## config.mk

```make
export PLATFORM = sky130hd
export DESIGN_NAME = hazard_stall_ctrl_flat
export DESIGN_NICKNAME = d
export VERILOG_FILES = /design/src/rtl/hazard_stall_ctrl_if.sv /design/src/rtl/hazard_stall_ctrl.sv /design/src/flat_wrapper.sv
export SDC_FILE = /design/constraint.sdc
export NUM_CORES = 1
export LEC_CHECK = 0
export BUFFER_PORTS_ARGS = -buffer_cell sky130_fd_sc_hd__buf_2
export CAP_MARGIN = 20
export CORE_MARGIN = 3
export CORE_UTILIZATION = 39
export CTS_CLUSTER_DIAMETER = 40
export CTS_CLUSTER_SIZE = 14
export DETAILED_ROUTE_END_ITERATION = 10
export PLACE_DENSITY = 0.81
export SYNTH_ARGS = -nofsm -noshare
export SYNTH_HDL_FRONTEND = slang
export SYNTH_SLANG_ARGS = --single-unit
export TNS_END_PERCENT = 10
```

## constraint.sdc

```tcl
create_clock -name clk -period 1.6 [get_ports clk]
set_clock_uncertainty 0.2 [all_clocks]
set_input_delay 0 -clock clk [delete_from_list [all_inputs] [get_ports clk]]
set_output_delay 0 -clock clk [all_outputs]
set_load 0.01 [all_outputs]
```

## src/rtl/hazard_stall_ctrl_if.sv

```systemverilog
// Hazard controller bundle: ID and ID/EX operand descriptors, the EX/MEM RAM handshake, and the
// per-stage stall/bubble/flush controls returned to the pipeline.
// The performance counter signals exist only when HAZARD_PERF_CNT_EN is defined.

`ifndef HAZARD_STALL_CTRL_DEFS
`define HAZARD_STALL_CTRL_DEFS
`define REG_OP_BUS        2:0
`define REG_ADDR_BUS      2:0
`define WB_DATA_OP_BUS    1:0
`define REG_OP_NOP        3'd0
`define REG_OP_REG        3'd1
`define REG_OP_IH         3'd2
`define REG_OP_SP         3'd3
`define REG_OP_T          3'd4
`define WB_DATA_OP_NONE   2'd0
`define WB_DATA_OP_ALU    2'd1
`define WB_DATA_OP_MEM    2'd2
`endif

interface hazard_stall_ctrl_if
`ifdef HAZARD_PERF_CNT_EN
    #(parameter int unsigned CNT_W = 16)
`endif
    ;

    logic [`REG_OP_BUS]     id_reg1_op;
    logic [`REG_OP_BUS]     id_reg2_op;
    logic [`REG_ADDR_BUS]   id_reg1_addr;
    logic [`REG_ADDR_BUS]   id_reg2_addr;
    logic [`REG_OP_BUS]     ide_reg_op;
    logic [`REG_ADDR_BUS]   ide_wb_addr;
    logic [`WB_DATA_OP_BUS] ide_wb_data_op;
    logic                   id_branch_taken;
    logic                   exm_ram_req;
    logic                   ram_ready;

    logic pc_stall;
    logic ifid_stall;
    logic ifid_flush;
    logic idex_stall;
    logic idex_bubble;
    logic exmem_stall;
    logic memwb_bubble;
    logic stall_timeout;
`ifdef HAZARD_PERF_CNT_EN
    logic [CNT_W-1:0] lu_stall_cnt;
    logic [CNT_W-1:0] mem_stall_cnt;
`endif

    // Pipeline side: supplies hazard information, consumes stall controls.
    modport master (
        output id_reg1_op, id_reg2_op, id_reg1_addr, id_reg2_addr,
        output ide_reg_op, ide_wb_addr, ide_wb_data_op,
        output id_branch_taken, exm_ram_req, ram_ready,
        input  pc_stall, ifid_stall, ifid_flush, idex_stall, idex_bubble,
        input  exmem_stall, memwb_bubble, stall_timeout
`ifdef HAZARD_PERF_CNT_EN
        , input lu_stall_cnt, mem_stall_cnt
`endif
    );

    // Controller side.
    modport slave (
        input  id_reg1_op, id_reg2_op, id_reg1_addr, id_reg2_addr,
        input  ide_reg_op, ide_wb_addr, ide_wb_data_op,
        input  id_branch_taken, exm_ram_req, ram_ready,
        output pc_stall, ifid_stall, ifid_flush, idex_stall, idex_bubble,
        output exmem_stall, memwb_bubble, stall_timeout
`ifdef HAZARD_PERF_CNT_EN
        , output lu_stall_cnt, mem_stall_cnt
`endif
    );

endinterface

```

## src/rtl/hazard_stall_ctrl.sv

```systemverilog
// hazard_stall_ctrl: load-use bubble insertion, RAM-wait pipeline freeze with timeout abort,
// and branch flush qualification. All stall controls are combinational from state and inputs.
// Optional saturating performance counters are built when HAZARD_PERF_CNT_EN is defined.

`ifndef HAZARD_STALL_CTRL_DEFS
`define HAZARD_STALL_CTRL_DEFS
`define REG_OP_BUS        2:0
`define REG_ADDR_BUS      2:0
`define WB_DATA_OP_BUS    1:0
`define REG_OP_NOP        3'd0
`define REG_OP_REG        3'd1
`define REG_OP_IH         3'd2
`define REG_OP_SP         3'd3
`define REG_OP_T          3'd4
`define WB_DATA_OP_NONE   2'd0
`define WB_DATA_OP_ALU    2'd1
`define WB_DATA_OP_MEM    2'd2
`endif

module hazard_stall_ctrl #(
    parameter int unsigned MEM_TIMEOUT = 15,
    parameter int unsigned CNT_W       = 16
) (
    input  logic               clk,
    input  logic               rst,
    hazard_stall_ctrl_if.slave bus
);

    // Reject illegal configurations at elaboration time.
    if (MEM_TIMEOUT < 2 || MEM_TIMEOUT > 255 || CNT_W < 1) begin : g_bad_param
        $error("hazard_stall_ctrl: MEM_TIMEOUT must be 2..255 and CNT_W >= 1");
    end

    localparam logic [7:0] WaitLast = 8'(MEM_TIMEOUT - 1);

    typedef enum logic [0:0] {
        StRun,
        StMemWait
    } state_e;

    state_e     state_q, state_d;
    logic [7:0] wait_cnt_q, wait_cnt_d;
    logic       stall_timeout_q;

    logic op1_hit;
    logic op2_hit;
    logic lu;
    logic abort;
    logic mh;

    logic pc_stall;
    logic ifid_stall;
    logic ifid_flush;
    logic idex_stall;
    logic idex_bubble;
    logic exmem_stall;
    logic memwb_bubble;

    // Hazard conditions: operand matches against the ID/EX destination, the RAM hold and abort.
    always_comb begin
        op1_hit = (bus.id_reg1_op == bus.ide_reg_op) && (bus.id_reg1_op != `REG_OP_NOP) &&
                  ((bus.id_reg1_op != `REG_OP_REG) || (bus.id_reg1_addr == bus.ide_wb_addr));
        op2_hit = (bus.id_reg2_op == bus.ide_reg_op) && (bus.id_reg2_op != `REG_OP_NOP) &&
                  ((bus.id_reg2_op != `REG_OP_REG) || (bus.id_reg2_addr == bus.ide_wb_addr));
        lu      = (bus.ide_wb_data_op == `WB_DATA_OP_MEM) && (op1_hit || op2_hit);
        // Abort only when the last permitted wait cycle still sees no ready.
        abort   = (state_q == StMemWait) && (wait_cnt_q == WaitLast) && !bus.ram_ready;
        mh      = bus.exm_ram_req && !bus.ram_ready && !abort;
    end

    // Next-state logic for the RAM wait FSM and its wait counter.
    always_comb begin
        state_d    = state_q;
        wait_cnt_d = wait_cnt_q;
        unique case (state_q)
            StRun: begin
                // Holding at zero in RUN makes entry into MEM_WAIT start from zero.
                wait_cnt_d = 8'd0;
                if (mh) begin
                    state_d = StMemWait;
                end
            end
            StMemWait: begin
                wait_cnt_d = wait_cnt_q + 8'd1;
                if (bus.ram_ready || abort) begin
                    state_d = StRun;
                end
            end
            default: begin
                state_d    = StRun;
                wait_cnt_d = 8'd0;
            end
        endcase
    end

    // Stall/bubble/flush decode with priority mh > lu > flush; the abort cycle releases everything.
    always_comb begin
        pc_stall     = 1'b0;
        ifid_stall   = 1'b0;
        ifid_flush   = 1'b0;
        idex_stall   = 1'b0;
        idex_bubble  = 1'b0;
        exmem_stall  = 1'b0;
        memwb_bubble = 1'b0;
        if (abort) begin
            // The aborted access leaves EX/MEM; nothing is held this cycle.
        end else if (mh) begin
            pc_stall     = 1'b1;
            ifid_stall   = 1'b1;
            idex_stall   = 1'b1;
            exmem_stall  = 1'b1;
            memwb_bubble = 1'b1;
        end else if (lu) begin
            pc_stall    = 1'b1;
            ifid_stall  = 1'b1;
            idex_bubble = 1'b1;
        end else begin
            // A branch held in ID during a stall re-resolves and flushes once released.
            ifid_flush = bus.id_branch_taken;
        end
    end

    // State register, wait counter and sticky timeout flag.
    always_ff @(posedge clk) begin
        if (rst) begin
            state_q         <= StRun;
            wait_cnt_q      <= 8'd0;
            stall_timeout_q <= 1'b0;
        end else begin
            state_q    <= state_d;
            wait_cnt_q <= wait_cnt_d;
            if (abort) begin
                stall_timeout_q <= 1'b1;
            end
        end
    end

    assign bus.pc_stall      = pc_stall;
    assign bus.ifid_stall    = ifid_stall;
    assign bus.ifid_flush    = ifid_flush;
    assign bus.idex_stall    = idex_stall;
    assign bus.idex_bubble   = idex_bubble;
    assign bus.exmem_stall   = exmem_stall;
    assign bus.memwb_bubble  = memwb_bubble;
    assign bus.stall_timeout = stall_timeout_q;

`ifdef HAZARD_PERF_CNT_EN
    logic [CNT_W-1:0] lu_cnt_q;
    logic [CNT_W-1:0] mem_cnt_q;

    // Saturating counts of bubble cycles and memory-hold cycles.
    always_ff @(posedge clk) begin
        if (rst) begin
            lu_cnt_q  <= '0;
            mem_cnt_q <= '0;
        end else begin
            if (idex_bubble && !(&lu_cnt_q)) begin
                lu_cnt_q <= lu_cnt_q + CNT_W'(1);
            end
            if (exmem_stall && !(&mem_cnt_q)) begin
                mem_cnt_q <= mem_cnt_q + CNT_W'(1);
            end
        end
    end

    assign bus.lu_stall_cnt  = lu_cnt_q;
    assign bus.mem_stall_cnt = mem_cnt_q;
`endif

endmodule

```

## src/flat_wrapper.sv

```systemverilog
// flat-port wrapper written by rule: the top's interface ports become plain ports
module hazard_stall_ctrl_flat 
#(
    parameter int unsigned MEM_TIMEOUT = 15,
    parameter int unsigned CNT_W       = 16
)
  (clk, rst, bus_id_reg1_op, bus_id_reg2_op, bus_id_reg1_addr, bus_id_reg2_addr, bus_ide_reg_op, bus_ide_wb_addr, bus_ide_wb_data_op, bus_id_branch_taken, bus_exm_ram_req, bus_ram_ready, bus_pc_stall, bus_ifid_stall, bus_ifid_flush, bus_idex_stall, bus_idex_bubble, bus_exmem_stall, bus_memwb_bubble, bus_stall_timeout);
  hazard_stall_ctrl_if bus_i ();
  input  logic clk;
  input  logic rst;
  input wire logic [$bits(bus_i.id_reg1_op)-1:0] bus_id_reg1_op;
  input wire logic [$bits(bus_i.id_reg2_op)-1:0] bus_id_reg2_op;
  input wire logic [$bits(bus_i.id_reg1_addr)-1:0] bus_id_reg1_addr;
  input wire logic [$bits(bus_i.id_reg2_addr)-1:0] bus_id_reg2_addr;
  input wire logic [$bits(bus_i.ide_reg_op)-1:0] bus_ide_reg_op;
  input wire logic [$bits(bus_i.ide_wb_addr)-1:0] bus_ide_wb_addr;
  input wire logic [$bits(bus_i.ide_wb_data_op)-1:0] bus_ide_wb_data_op;
  input wire logic [$bits(bus_i.id_branch_taken)-1:0] bus_id_branch_taken;
  input wire logic [$bits(bus_i.exm_ram_req)-1:0] bus_exm_ram_req;
  input wire logic [$bits(bus_i.ram_ready)-1:0] bus_ram_ready;
  output wire logic [$bits(bus_i.pc_stall)-1:0] bus_pc_stall;
  output wire logic [$bits(bus_i.ifid_stall)-1:0] bus_ifid_stall;
  output wire logic [$bits(bus_i.ifid_flush)-1:0] bus_ifid_flush;
  output wire logic [$bits(bus_i.idex_stall)-1:0] bus_idex_stall;
  output wire logic [$bits(bus_i.idex_bubble)-1:0] bus_idex_bubble;
  output wire logic [$bits(bus_i.exmem_stall)-1:0] bus_exmem_stall;
  output wire logic [$bits(bus_i.memwb_bubble)-1:0] bus_memwb_bubble;
  output wire logic [$bits(bus_i.stall_timeout)-1:0] bus_stall_timeout;
  assign bus_i.id_reg1_op = bus_id_reg1_op;
  assign bus_i.id_reg2_op = bus_id_reg2_op;
  assign bus_i.id_reg1_addr = bus_id_reg1_addr;
  assign bus_i.id_reg2_addr = bus_id_reg2_addr;
  assign bus_i.ide_reg_op = bus_ide_reg_op;
  assign bus_i.ide_wb_addr = bus_ide_wb_addr;
  assign bus_i.ide_wb_data_op = bus_ide_wb_data_op;
  assign bus_i.id_branch_taken = bus_id_branch_taken;
  assign bus_i.exm_ram_req = bus_exm_ram_req;
  assign bus_i.ram_ready = bus_ram_ready;
  assign bus_pc_stall = bus_i.pc_stall;
  assign bus_ifid_stall = bus_i.ifid_stall;
  assign bus_ifid_flush = bus_i.ifid_flush;
  assign bus_idex_stall = bus_i.idex_stall;
  assign bus_idex_bubble = bus_i.idex_bubble;
  assign bus_exmem_stall = bus_i.exmem_stall;
  assign bus_memwb_bubble = bus_i.memwb_bubble;
  assign bus_stall_timeout = bus_i.stall_timeout;
  hazard_stall_ctrl #(.MEM_TIMEOUT(MEM_TIMEOUT), .CNT_W(CNT_W)) u_core (.clk(clk), .rst(rst), .bus(bus_i));
endmodule
```

; ---- Word-level counts from Yosys, hierarchy flattened
; Cells that the tools add are included.
[word_totals]
regBits = 10
wordCells = 43
[op_classes]
addsub = 1
n_eq_ne = 8
n_mux = 13
n_bitwise = 1
n_reduce_logical = 17
[op_table]
columns = cell, count
row1 = $pmux W8 S2, 1
row2 = $eq A3 B3 Y1, 4
row3 = $mux W1, 11
row4 = $logic_and A1 B1 Y1, 9
row5 = $add A8 B1 Y8 const B, 1
row6 = $eq A8 B4 Y1 const B, 1
row7 = $ne A3 B1 Y1 const B, 2
row8 = $reduce_bool A3 Y1, 2
row9 = $logic_or A1 B1 Y1, 4
row10 = $eq A2 B2 Y1 const B, 1
row11 = $logic_not A1 Y1, 2
row12 = $pmux W1 S2, 1
row13 = $not A1 Y1, 1

; ---- Depth between registers and ports, before layout
; Gate-level depths: netlist (run 1).
[logic_depth]
word_depth = 8
ltp_mapped = 7
depth_no_buf = 7

; ---- Worst setup path after synthesis (run 1)
; No wires, ideal clock.
[synth_path]
path_kind = reg-to-output
startpoint = register u_core.wait_cnt_q[0]
endpoint = output port bus_pc_stall
arrival_ns = 1.359
required_time_ns = 1.400
slack_ns = 0.041
path_stages_with_launch = 8
n_path_buf = 1
cell_sequence = dfxtp_1 inv_1 ha_1 nand4bb_1 nor4_2 nor2b_1 a21oi_1 buf_4
[synth_via]
elab_chain_cells = 7
[synth_lines]
columns = item, line
row1 = "start, declared", hazard_stall_ctrl.sv:42  ; logic [7:0] wait_cnt_q, wait_cnt_d;
row2 = "start signal, assigned", hazard_stall_ctrl.sv:131  ; wait_cnt_q <= wait_cnt_d;
row3 = $eq A8 B4 Y1 *, hazard_stall_ctrl.sv:67  ; abort = (state_q == StMemWait) && (wait_cnt_q == WaitLast) && !bus.ram_ready;
row4 = $logic_and A1 B1 Y1 * (2 in a row), hazard_stall_ctrl.sv:67
row5 = $logic_not A1 Y1, hazard_stall_ctrl.sv:68  ; mh = bus.exm_ram_req && !bus.ram_ready && !abort;
row6 = $logic_and A1 B1 Y1, hazard_stall_ctrl.sv:68
row7 = $mux W1, --
row8 = $mux W1 *, --
row9 = "end, declared", flat_wrapper.sv:21  ; output wire logic [$bits(bus_i.pc_stall)-1:0] bus_pc_stall;
; Mark *: on every way between the ends. The rest lies on a longest branch, timed or not.

; ---- Worst setup path in the final report (run 1)
[layout_path]
startpoint = register u_core.wait_cnt_q[0]
endpoint = output port bus_ifid_flush
[layout_via]
elab_chain_cells = 7
[layout_lines]
columns = item, line
row1 = $eq A8 B4 Y1 *, hazard_stall_ctrl.sv:67
row2 = $logic_and A1 B1 Y1 * (2 in a row), hazard_stall_ctrl.sv:67
row3 = $logic_not A1 Y1, hazard_stall_ctrl.sv:68
row4 = $logic_and A1 B1 Y1, hazard_stall_ctrl.sv:68
row5 = $mux W1, hazard_stall_ctrl.sv:107  ; end else if (mh) begin
row6 = $mux W1 *, hazard_stall_ctrl.sv:105  ; if (abort) begin
row7 = "end, declared", flat_wrapper.sv:23  ; output wire logic [$bits(bus_i.ifid_flush)-1:0] bus_ifid_flush;
; Marked as above.

==> Implementation_results.wiki, run 1 <==
{| class="wikitable"
! Metric !! Value
|-
| Number of pins exceeding their max-slew limit in the final report || 0
|-
| CTS root buf || clkbuf_4
|-
| Lkg Pwr || 0.000420 uW
|-
| Final design instance area without fill || 966 sq um
|-
| Critical path launch point type || flop
|-
| Share of async-settable or async-resettable flops after synthesis || 0
|-
| Power after layout || 544 uW
|-
| Final weighted congestion in routability-driven placement || 0.691
|-
| Total Routing Usage GR || 0.151
|-
| Cells taking the most area after synthesis || dfxtp_1, xnor2_1, nor2_1
|-
| Top FF cell, synth || dfxtp_1
|-
| MaxCap Viol Count || 0
|-
| Tightest Hold Check Type || in -> out
|-
| Clock latency of the later-clocked register in the worst-skew pair || 260 ps
|-
| Wire length of the first global-routing pass || 2260 um
|-
| Seq/Total Area, Yosys || 0.304
|-
| Worst path buffer plus inverter count || 2
|-
| Number of global-route vias before repair || 589
|-
| CP most frequent cell || nor2_1
|-
| Syn_nets || 105
|-
| Global route total overflow || 0
|-
| Number of filler instances in the final layout || 134
|-
| Detailed-route wire length || 1520 um
|-
| Relative max-transition margin || 0.806
|-
| Number of clock sinks || 10
|-
| Power Density || 563 nW/um^2
|-
| Levels on crit path || 8
|-
| Iter 0 DRT Violations || 6
|-
| Hold Crit Endpoint || bus_ifid_flush
|-
| Nature of the critical path endpoint || output port
|-
| Portion of synthesized cell area occupied by the leading cell type || 0.304
|-
| Cell area after technology mapping || 658 sq um
|-
| Final min period || 1820 ps
|-
| Number of standard cells after synthesis || 78
|-
| Register-to-Register Setup Slack || 90 ps
|-
| Startpoint-to-endpoint class of the critical path || reg -> out
|-
| Cell count of the worst reg-to-reg path || 8
|-
| Clock Path Buffers || 2
|-
| Number of antenna repair diodes || 0
|-
| Number of H-tree levels || 1
|-
| Instance area at placement || 857 sq um
|-
| Crit path arrival time || 1620 ps
|-
| Clock-pin slew of the registers on the worst-case setup and hold paths || 60 ps
|-
| Reg2Reg Launch Point || u_core.wait_cnt_q[0]
|-
| Delay of the slowest critical-path stage || 320 ps
|-
| PortBufs || 32
|-
| Number of nets at the end of the flow || 149
|-
| Area growth, synth to finish || 46.8%
|-
| Full die area || 2220 sq um
|-
| Outcome || finished with violations
|-
| Average routed wire per standard cell || 11.2 um
|-
| Crit path setup slack, layout || -222 ps
|-
| Largest net degree at the start of global routing || 9
|-
| Post-route DRC violation count || 0
|-
| Register bit count reported by yosys || 10
|-
| Family of cells with the greatest summed delay on the critical path || simple AND/OR/NAND/NOR gates
|-
| Total iterations of the first detailed-routing run || 4
|-
| Core outline area || 1540 sq um
|-
| Worst hold path stage count || 3
|-
| Standard cell with the maximum stage delay on the critical path || dfxtp_2
|-
| Die H || 47.1 um
|-
| Critical register-to-register path endpoint || u_core.bus.stall_timeout
|-
| # setup viols final || 7
|-
| Number of antenna violations at the first check in global routing || 0
|-
| Top cell type by total area after synthesis || dfxtp_1
|-
| Via-to-Cell Ratio || 4.98
|-
| Worst Min Path Start || bus_id_branch_taken
|-
| Hold Worst Slack || 145 ps
|-
| Total CTS buffers || 3
|-
| Series of cell instances along the critical path || inv_2 -> ha_4 -> nand4bb_1 -> nor4_4 -> nor2_1 -> nor2_1 -> and3b_1 -> buf_2
|-
| Horizontal die dimension || 47.1 um
|-
| Fraction of the cycle the final worst path needs || 1.14
|-
| Count of cell types in the netlist || 24
|-
| Number of enable flip-flop cells after synthesis || 0
|-
| Via Count || 677
|-
| Clock tree from TritonCTS || done
|-
| Required time of the critical path || 1400 ps
|-
| Post-route insts no fill || 136
|-
| Detailed-placement wirelength estimate || 1180 um
|-
| Layout cells sized above 1 || 0.458
|-
| Worst voltage drop across the vdd grid || 0.000515 V
|-
| Worst Max-Slew Pin Slew || 290 ps
|-
| Highest fanout seen on the critical path || 3
|-
| Starting density of the core || 0.427
|-
| Final core area utilization || 0.627
|-
| Count of standard-cell rows || 14
|-
| Unrepaired setup endpoints after global routing || yes
|-
| Boundary Pins || 33
|-
| Remaining antenna violation count || 0
|-
| Syn Area/Cell || 8.44 sq um
|-
| Cell total after placement || 128
|-
| Final hold viol count || 0
|-
| Fmax achieved || 549 MHz
|-
| Yosys warnings || 0
|-
| Failing checks || negative setup slack
|}
==> registers in the layout, summed over array words and instances (netlist names) <==
| name | flops |
|---|---|
| u_core.wait_cnt_q | 8 |
| u_core.state_q | 1 |
| u_core.bus.stall_timeout | 1 |
==> synth_stat cells, types with 2 or more instances <==
master and number:
dfxtp_1 10, or3b_1 2, nor2b_1 2, and3_1 2, nand3_1 4, xnor2_1 12, ha_1 2, a211oi_2 2
or3_1 2, nand2_1 5, nor2_1 16, buf_4 3, xor2_1 4, nand2b_1 2
==> per-layer routing <==
layer	share of wire	wire length [um]	track usage
met1	0.38	570	0.157
met2	0.53	810	0.252
met3	0.063	96	0.0575
met4	0.026	39	0.0994
met5	0	0	0
==> metrics by stage <==
step / setup WS [ps] / setup TNS [ps]
floorplan: 41.1 / 0
global placement: 3.64 / 0
detailed placement: -59.1 / -59.1
CTS: -232 / -1210
global route: -363 / -1850
finish: -222 / -1060
==> layout make-up <==
cell class | count | area, sq um | area share
repair buffers | 43 | 254 | 0.263
flip-flops and latches | 10 | 203 | 0.210
well taps | 16 | 20.0 | 0.0207
inverters | 1 | 3.75 | 0.00389
clock buffers | 3 | 22.5 | 0.0233
multi-input cells | 63 | 463 | 0.479
==> worst max path at each step <==
stage                    startpoint              to  slack (ps)
2_1_floorplan  u_core.wait_cnt_q[0]    bus_pc_stall          40
3_3_place_gp   u_core.wait_cnt_q[0]  bus_ifid_flush           4
3_5_place_dp   u_core.wait_cnt_q[0]  bus_ifid_flush         -60
4_1_cts        u_core.wait_cnt_q[0]  bus_ifid_flush        -230
5_1_grt        u_core.wait_cnt_q[0]  bus_ifid_flush        -360
6_report       u_core.wait_cnt_q[0]  bus_ifid_flush        -220
==> where the power goes <==
group	internal (uW)	switching (uW)
sequential	251	1.54
combinational	66.9	55.7
clock	86.8	82.0
total	405	139
==> worst register-to-register path: cells and delay by family, from the launching register on <==
kind	cells	cell delay, ps
simple gates	5	600
flops	1	320
buf+inv	2	230
fa+ha+maj	1	110
==> placed cells by master (no fill, tap or decap), types with 3 or more instances in the layout <==
cell	instances
xor2_1	4
xnor2_1	12
nor2_1	15
dlygate4sd3_1	3
clkbuf_4	3
buf_4	7
nand3_1	4
dfxtp_1	8
buf_2	32
nand2_1	5
==> logic make-up after synthesis <==
logic type      after synthesis  share of synthesized area
xor+xnor                     16                      0.213
buf+inv                       5                     0.0456
flops                        10                      0.304
fa+ha+maj                     2                     0.0380
compound gates                6                     0.0874
simple gates                 39                      0.312
==> repair_timing <==
action | CTS | global route
hold buffers | 3 | 0
hold endpoints to repair | 2 | 0
setup buffers | 2 | 0
pin swaps | 5 | 0
gates cloned | 0 | 0
setup endpoints to repair | 7 | 8
gates resized for setup | 7 | 4
Power figures use the tool's default switching activity.
==> run 2: changes to the inputs <==
- clock period: 1.6 -> 1.5 ns (I/O delays scaled with it)
==> run 2 against run 1 <==
The run still ends with negative setup slack left. Largest cell class unchanged. Combinational power hardly changed. Design area is 3.9% lower. Total power is 17% higher. Largest power group unchanged. Hold slack worse by 14 ps.
==> Implementation_results.wiki, run 2 (synthesis gave the netlist of run 1 again) <==
{| class="wikitable"
! Metric !! Value
|-
| Horizontal die dimension || 47.1 um
|-
| Power Density || 688 nW/um^2
|-
| Final TNS setup || -1570 ps
|-
| Full die area || 2220 sq um
|-
| Instance area at placement || 850 sq um
|-
| Via-to-Cell Ratio || 4.83
|-
| Number of filler instances in the final layout || 127
|-
| Area growth, synth to finish || 41.1%
|-
| Die H || 47.1 um
|-
| Failing checks || negative setup slack
|-
| Required time of the critical path || 1300 ps
|-
| Startpoint-to-endpoint class of the critical path || reg -> out
|-
| Nature of the critical path endpoint || output port
|-
| Number of pins exceeding their max-slew limit in the final report || 0
|-
| Lkg Pwr || 0.000408 uW
|-
| Top register by number of flip-flops || u_core.wait_cnt_q
|-
| Most frequent cells in the layout || buf_2, nor2_1, xnor2_1, dfxtp_1
|-
| Post-route DRC violation count || 0
|-
| Detailed-route wire length || 1540 um
|-
| Starting density of the core || 0.427
|-
| Highest routed layer || met4
|-
| Fraction of the cycle the final worst path needs || 1.23
|-
| Worst Max-Slew Pin Slew || 296 ps
|-
| Register-to-Register Setup Slack || 40 ps
|-
| Boundary Pins || 33
|-
| MaxCap Viol Count || 0
|-
| PortBufs || 32
|-
| Via Count || 647
|-
| Crit path arrival time || 1650 ps
|-
| Critical path launch point type || flop
|-
| CTS root buf || clkbuf_4
|-
| Worst voltage drop across the vdd grid || 0.000484 V
|-
| Clock-pin slew of the registers on the worst-case setup and hold paths || 60 ps
|-
| Power after layout || 639 uW
|-
| Number of clock sinks || 10
|-
| Relative max-transition margin || 0.803
|-
| Count of standard-cell rows || 14
|-
| Number of global-route vias before repair || 542
|-
| Number of antenna violations at the first check in global routing || 0
|-
| Total iterations of the first detailed-routing run || 4
|-
| Clock tree from TritonCTS || done
|-
| Routed length on met2 || 824 um
|-
| Total CTS buffers || 3
|-
| Iter 0 DRT Violations || 8
|-
| Routed length on met1 || 610 um
|-
| Core outline area || 1540 sq um
|-
| Crit path setup slack, layout || -352 ps
|-
| Number of nets at the end of the flow || 146
|-
| Layout cells sized above 1 || 0.415
|-
| Tightest Hold Check Type || in -> out
|-
| Final design instance area without fill || 928 sq um
|-
| Fmax achieved || 540 MHz
|-
| Global route total overflow || 0
|-
| Total Routing Usage GR || 0.143
|-
| Final hold viol count || 0
|-
| Highest fanout seen on the critical path || 3
|-
| Clock latency of the later-clocked register in the worst-skew pair || 270 ps
|-
| Average routed wire per standard cell || 11.5 um
|-
| Commonest non-fill, non-tap cell in the layout || buf_2
|-
| Final min period || 1850 ps
|-
| Amount of wire on met3 after detailed routing || 93 um
|-
| Wire length of the first global-routing pass || 2150 um
|-
| Number of H-tree levels || 1
|-
| Final weighted congestion in routability-driven placement || 0.725
|-
| Remaining antenna violation count || 0
|-
| Largest net degree at the start of global routing || 9
|-
| Clock Path Buffers || 2
|-
| Unrepaired setup endpoints after global routing || yes
|-
| Max reg flops || 8
|-
| Outcome || finished with violations
|-
| Number of antenna repair diodes || 0
|-
| # setup viols final || 7
|}
## run 2: cell types whose count changed in the layout (fill, tap and decap cells not counted), sizes merged
| cell | previous run | this run |
|---|---|---|
| buf | 40 | 37 |
| clkbuf | 3 | 4 |
## run 2: layer usage
layer | GRT usage | up-vias
met3 | 0.0690 | 2
li1 | - | 344
met1 | 0.147 | 282
met5 | 0 | -
met2 | 0.244 | 19
met4 | 0.0663 | 0
## run 2: worst max-delay path, stage by stage (launching register included)
cell and delay, ps:
dfxtp_2 330, inv_2 40, ha_1 130, nand4bb_1 160, nor4_4 220, nor2_1 60, nor2_1 130, and3b_1 190
buf_2 130
## run 2: layout make-up
class,instances,area [sq um],area share
multi-input cells,63,439,0.473
repair buffers,40,228,0.245
flip-flops and latches,10,201,0.217
clock buffers,4,36.3,0.0391
well taps,16,20.0,0.0216
inverters,1,3.75,0.00404
## run 2: what timing repair did
action                                  4_1_cts  5_1_grt
hold endpoints to repair                      2        0
pin swaps                                     1        0
buffers inserted                              0        0
hold buffers                                  3        0
resized for setup                             2        2
endpoints found under the setup margin        7        8
## run 2: final timing paths
path                                          startpoint                  endpoint  cells after the start
worst max register to register      u_core.wait_cnt_q[0]  u_core.bus.stall_timeout                      7
worst min-delay path                 bus_id_branch_taken            bus_ifid_flush                      3
worst max-delay path                u_core.wait_cnt_q[0]            bus_ifid_flush                      8
worst min register to register  u_core.bus.stall_timeout  u_core.bus.stall_timeout                      2
## run 2: power by group
part / leakage, uW / total [uW] / internal, uW / switching [uW]
registers: 0.0000812 / 270 / 268 / 1.72
clock network: 0.0000210 / 244 / 147 / 96.2
logic: 0.000306 / 125 / 69.0 / 56.3
total: 0.000408 / 639 / 484 / 154
## run 2: through the flow
step | instances | hold WS [ps] | setup slack (ps) | utilization
after floorplan | 78 | -128 | 15.6 | -
after global placement | 127 | -6.13 | 10.7 | 0.551
after detailed placement | 127 | 1.52 | -87.9 | 0.551
after CTS | 134 | 135 | -369 | 0.595
after global routing | 134 | 156 | -537 | 0.602
final | 134 | 131 | -352 | 0.602
==> run 3: changes to the inputs <==
- CELL_PAD_IN_SITES_DETAIL_PLACEMENT: unset -> 1
- CELL_PAD_IN_SITES_GLOBAL_PLACEMENT: unset -> 1
- CORE_ASPECT_RATIO: unset -> 0.75
- CORE_UTILIZATION: 39 -> 27
- PLACE_DENSITY: 0.81 -> 0.8
==> run 3 against run 2 <==
The run still ends with negative setup slack left. Count of clock-buffer cells in the layout unchanged. First-iteration DRC count increased to 2.8 times the previous value. Maximum frequency decreased by 0.70%. Combinational power about the same. Flip-flop and latch count unchanged. Total power increased by 0.15%. Setup slack got worse by 13 ps. Non-clock buffer count increased by 2. Via count increased by 5.9%. Final cell count increased by 13%. Routed wire length increased by 11%.
==> Implementation_results.wiki, run 3 (synthesis gave the netlist of run 1 again) <==
{| class="wikitable"
! Metric !! Value
|-
| Hold Worst Slack || 136 ps
|-
| Number of clock sinks || 10
|-
| Fraction of power spent switching nets || 0.243
|-
| Critical path launch point type || flop
|-
| Cell count of the worst reg-to-reg path || 7
|-
| Final TNS setup || -1850 ps
|-
| Clock tree from TritonCTS || done
|-
| Outcome || finished with violations
|-
| Top register by number of flip-flops || u_core.wait_cnt_q
|-
| Sequential share of power || 0.421
|-
| Critical register-to-register path endpoint || u_core.bus.stall_timeout
|-
| Global route total overflow || 0
|-
| Final hold viol count || 0
|-
| Fmax achieved || 536 MHz
|-
| Number of filler instances in the final layout || 282
|-
| Detailed-placement wirelength estimate || 1420 um
|-
| Buffers inserted during post-CTS setup optimization || 0
|-
| Worst voltage drop across the vdd grid || 0.000294 V
|-
| Largest net degree at the start of global routing || 9
|-
| Clock share of power || 0.380
|-
| Horizontal die dimension || 63.0 um
|-
| Failing checks || negative setup slack
|-
| Crit path setup slack, layout || -365 ps
|-
| CTS root buf || clkbuf_4
|-
| Power Density || 665 nW/um^2
|-
| Core outline area || 2150 sq um
|-
| Boundary Pins || 33
|-
| Via-to-Cell Ratio || 4.51
|-
| Total CTS buffers || 3
|-
| Tightest Hold Check Type || in -> out
|-
| Layout cells sized above 1 || 0.408
|-
| Final weighted congestion in routability-driven placement || 0.762
|-
| MaxCap Viol Count || 0
|-
| Highest fanout seen on the critical path || 4
|-
| CP most frequent cell || nor2_1
|-
| Post-route DRC violation count || 0
|-
| Worst Min Path Start || bus_id_branch_taken
|-
| Count of standard-cell rows || 14
|-
| Reg2Reg Launch Point || u_core.wait_cnt_q[0]
|-
| Number of antenna violations at the first check in global routing || 0
|-
| Clock latency of the later-clocked register in the worst-skew pair || 270 ps
|-
| Full die area || 3070 sq um
|-
| Series of cell instances along the critical path || inv_1 -> ha_1 -> nand4bb_1 -> nor4_4 -> nor2_1 -> nor2_1 -> and3b_1 -> buf_2
|-
| Commonest non-fill, non-tap cell in the layout || buf_2
|-
| Fraction of the cycle the final worst path needs || 1.24
|-
| Die H || 48.8 um
|-
| Number of global-route vias before repair || 700
|-
| Number of nets at the end of the flow || 148
|-
| Total Routing Usage GR || 0.122
|-
| # setup viols final || 8
|-
| Crit path arrival time || 1660 ps
|-
| Lkg Pwr || 0.000420 uW
|-
| Register-to-Register Setup Slack || 0 ps
|-
| Most frequent cells in the layout || buf_2, nor2_1, xnor2_1, dfxtp_1, buf_4
|-
| PortBufs || 32
|-
| Unrepaired setup endpoints after global routing || yes
|-
| Number of antenna repair diodes || 0
|-
| Final min period || 1860 ps
|-
| Number of pins exceeding their max-slew limit in the final report || 0
|-
| Wire length of the first global-routing pass || 2950 um
|-
| Worst Max-Slew Pin Slew || 334 ps
|-
| Nature of the critical path endpoint || output port
|-
| Iter 0 DRT Violations || 22
|-
| Starting density of the core || 0.305
|-
| Clock-pin slew of the registers on the worst-case setup and hold paths || 70 ps
|-
| Hold Crit Endpoint || bus_ifid_flush
|-
| Standard cell with the maximum stage delay on the critical path || dfxtp_2
|-
| Startpoint-to-endpoint class of the critical path || reg -> out
|-
| Combinational fraction of design power || 0.199
|-
| Delay of the slowest critical-path stage || 320 ps
|-
| P_sw || 156 uW
|-
| Number of H-tree levels || 1
|-
| Via Count || 685
|-
| Cell internal power dissipation || 484 uW
|-
| Detailed-route wire length || 1710 um
|-
| Max reg flops || 8
|-
| Total iterations of the first detailed-routing run || 4
|-
| Relative max-transition margin || 0.777
|-
| Area growth, synth to finish || 46.0%
|-
| Clock Path Buffers || 2
|-
| Average routed wire per standard cell || 11.2 um
|-
| Required time of the critical path || 1300 ps
|-
| Remaining antenna violation count || 0
|-
| Worst hold path stage count || 3
|}
-- run 3: cell count changes in the layout (fill, tap and decap cells not counted) --
cell / before / now
nor2_2: 1 / 0
nor2_1: 15 / 16
inv_1: 0 / 1
inv_2: 1 / 0
buf_4: 5 / 7
-- run 3: worst max-delay path: cells and delay by family, from the launching register on --
| kind | cells | cell delay [ps] |
|---|---|---|
| buffers and inverters | 2 | 180 |
| and+or+nand+nor | 5 | 750 |
| DFF | 1 | 320 |
| adders and majority gates | 1 | 140 |
-- run 3: routing by layer --
| metal | up-vias | wire, um | GRT usage |
|---|---|---|---|
| met2 | 16 | 862 | 0.207 |
| met3 | 2 | 97 | 0.0532 |
| met4 | 0 | 14 | 0.0330 |
| met1 | 326 | 733 | 0.139 |
| li1 | 341 | - | - |
| met5 | - | 0 | 0 |
-- run 3: timing repair --
item | in CTS | in global routing
hold buffers | 3 | 0
endpoints found under the hold margin | 2 | 0
gates resized for setup | 1 | 1
endpoints found under the setup margin | 8 | 8
-- run 3: layout make-up --
type                    instances  area (sq um)  share of cell area
multi-input cells              63           437               0.454
repair buffers                 42           243               0.253
flip-flops and latches         10           201               0.210
well taps                      32          40.0              0.0417
clock buffers                   4          36.3              0.0378
inverters                       1          3.75             0.00391
-- run 3: worst max-delay path by stage --
stage	start	endpoint	slack, ps	cells past startpoint
after global placement	u_core.wait_cnt_q[0]	bus_ifid_flush	-50	8
after floorplan	u_core.wait_cnt_q[0]	bus_pc_stall	20	7
after global routing	u_core.wait_cnt_q[0]	bus_ifid_flush	-570	8
final	u_core.wait_cnt_q[0]	bus_ifid_flush	-360	8
after detailed placement	u_core.wait_cnt_q[0]	bus_ifid_flush	-160	8
after CTS	u_core.wait_cnt_q[0]	bus_ifid_flush	-400	8
-- run 3: stage by stage --
step	total power, uW	util	area, sq um	setup WS (ps)	cells
2_1_floorplan	343	-	658	15.6	78
3_3_place_gp	394	0.411	885	-51.0	145
3_5_place_dp	398	0.411	885	-155	145
4_1_cts	648	0.445	960	-405	152
5_1_grt	680	0.446	961	-567	152
6_report	639	0.446	961	-365	152
-- run 3: power by group through the flow --
stage          Clock, uW  Sequential, uW  Combinational, uW
2_1_floorplan          0             275               67.8
3_3_place_gp           0             275                119
3_5_place_dp           0             275                122
4_1_cts              250             269                129
5_1_grt              270             270                140
6_report             243             269                127
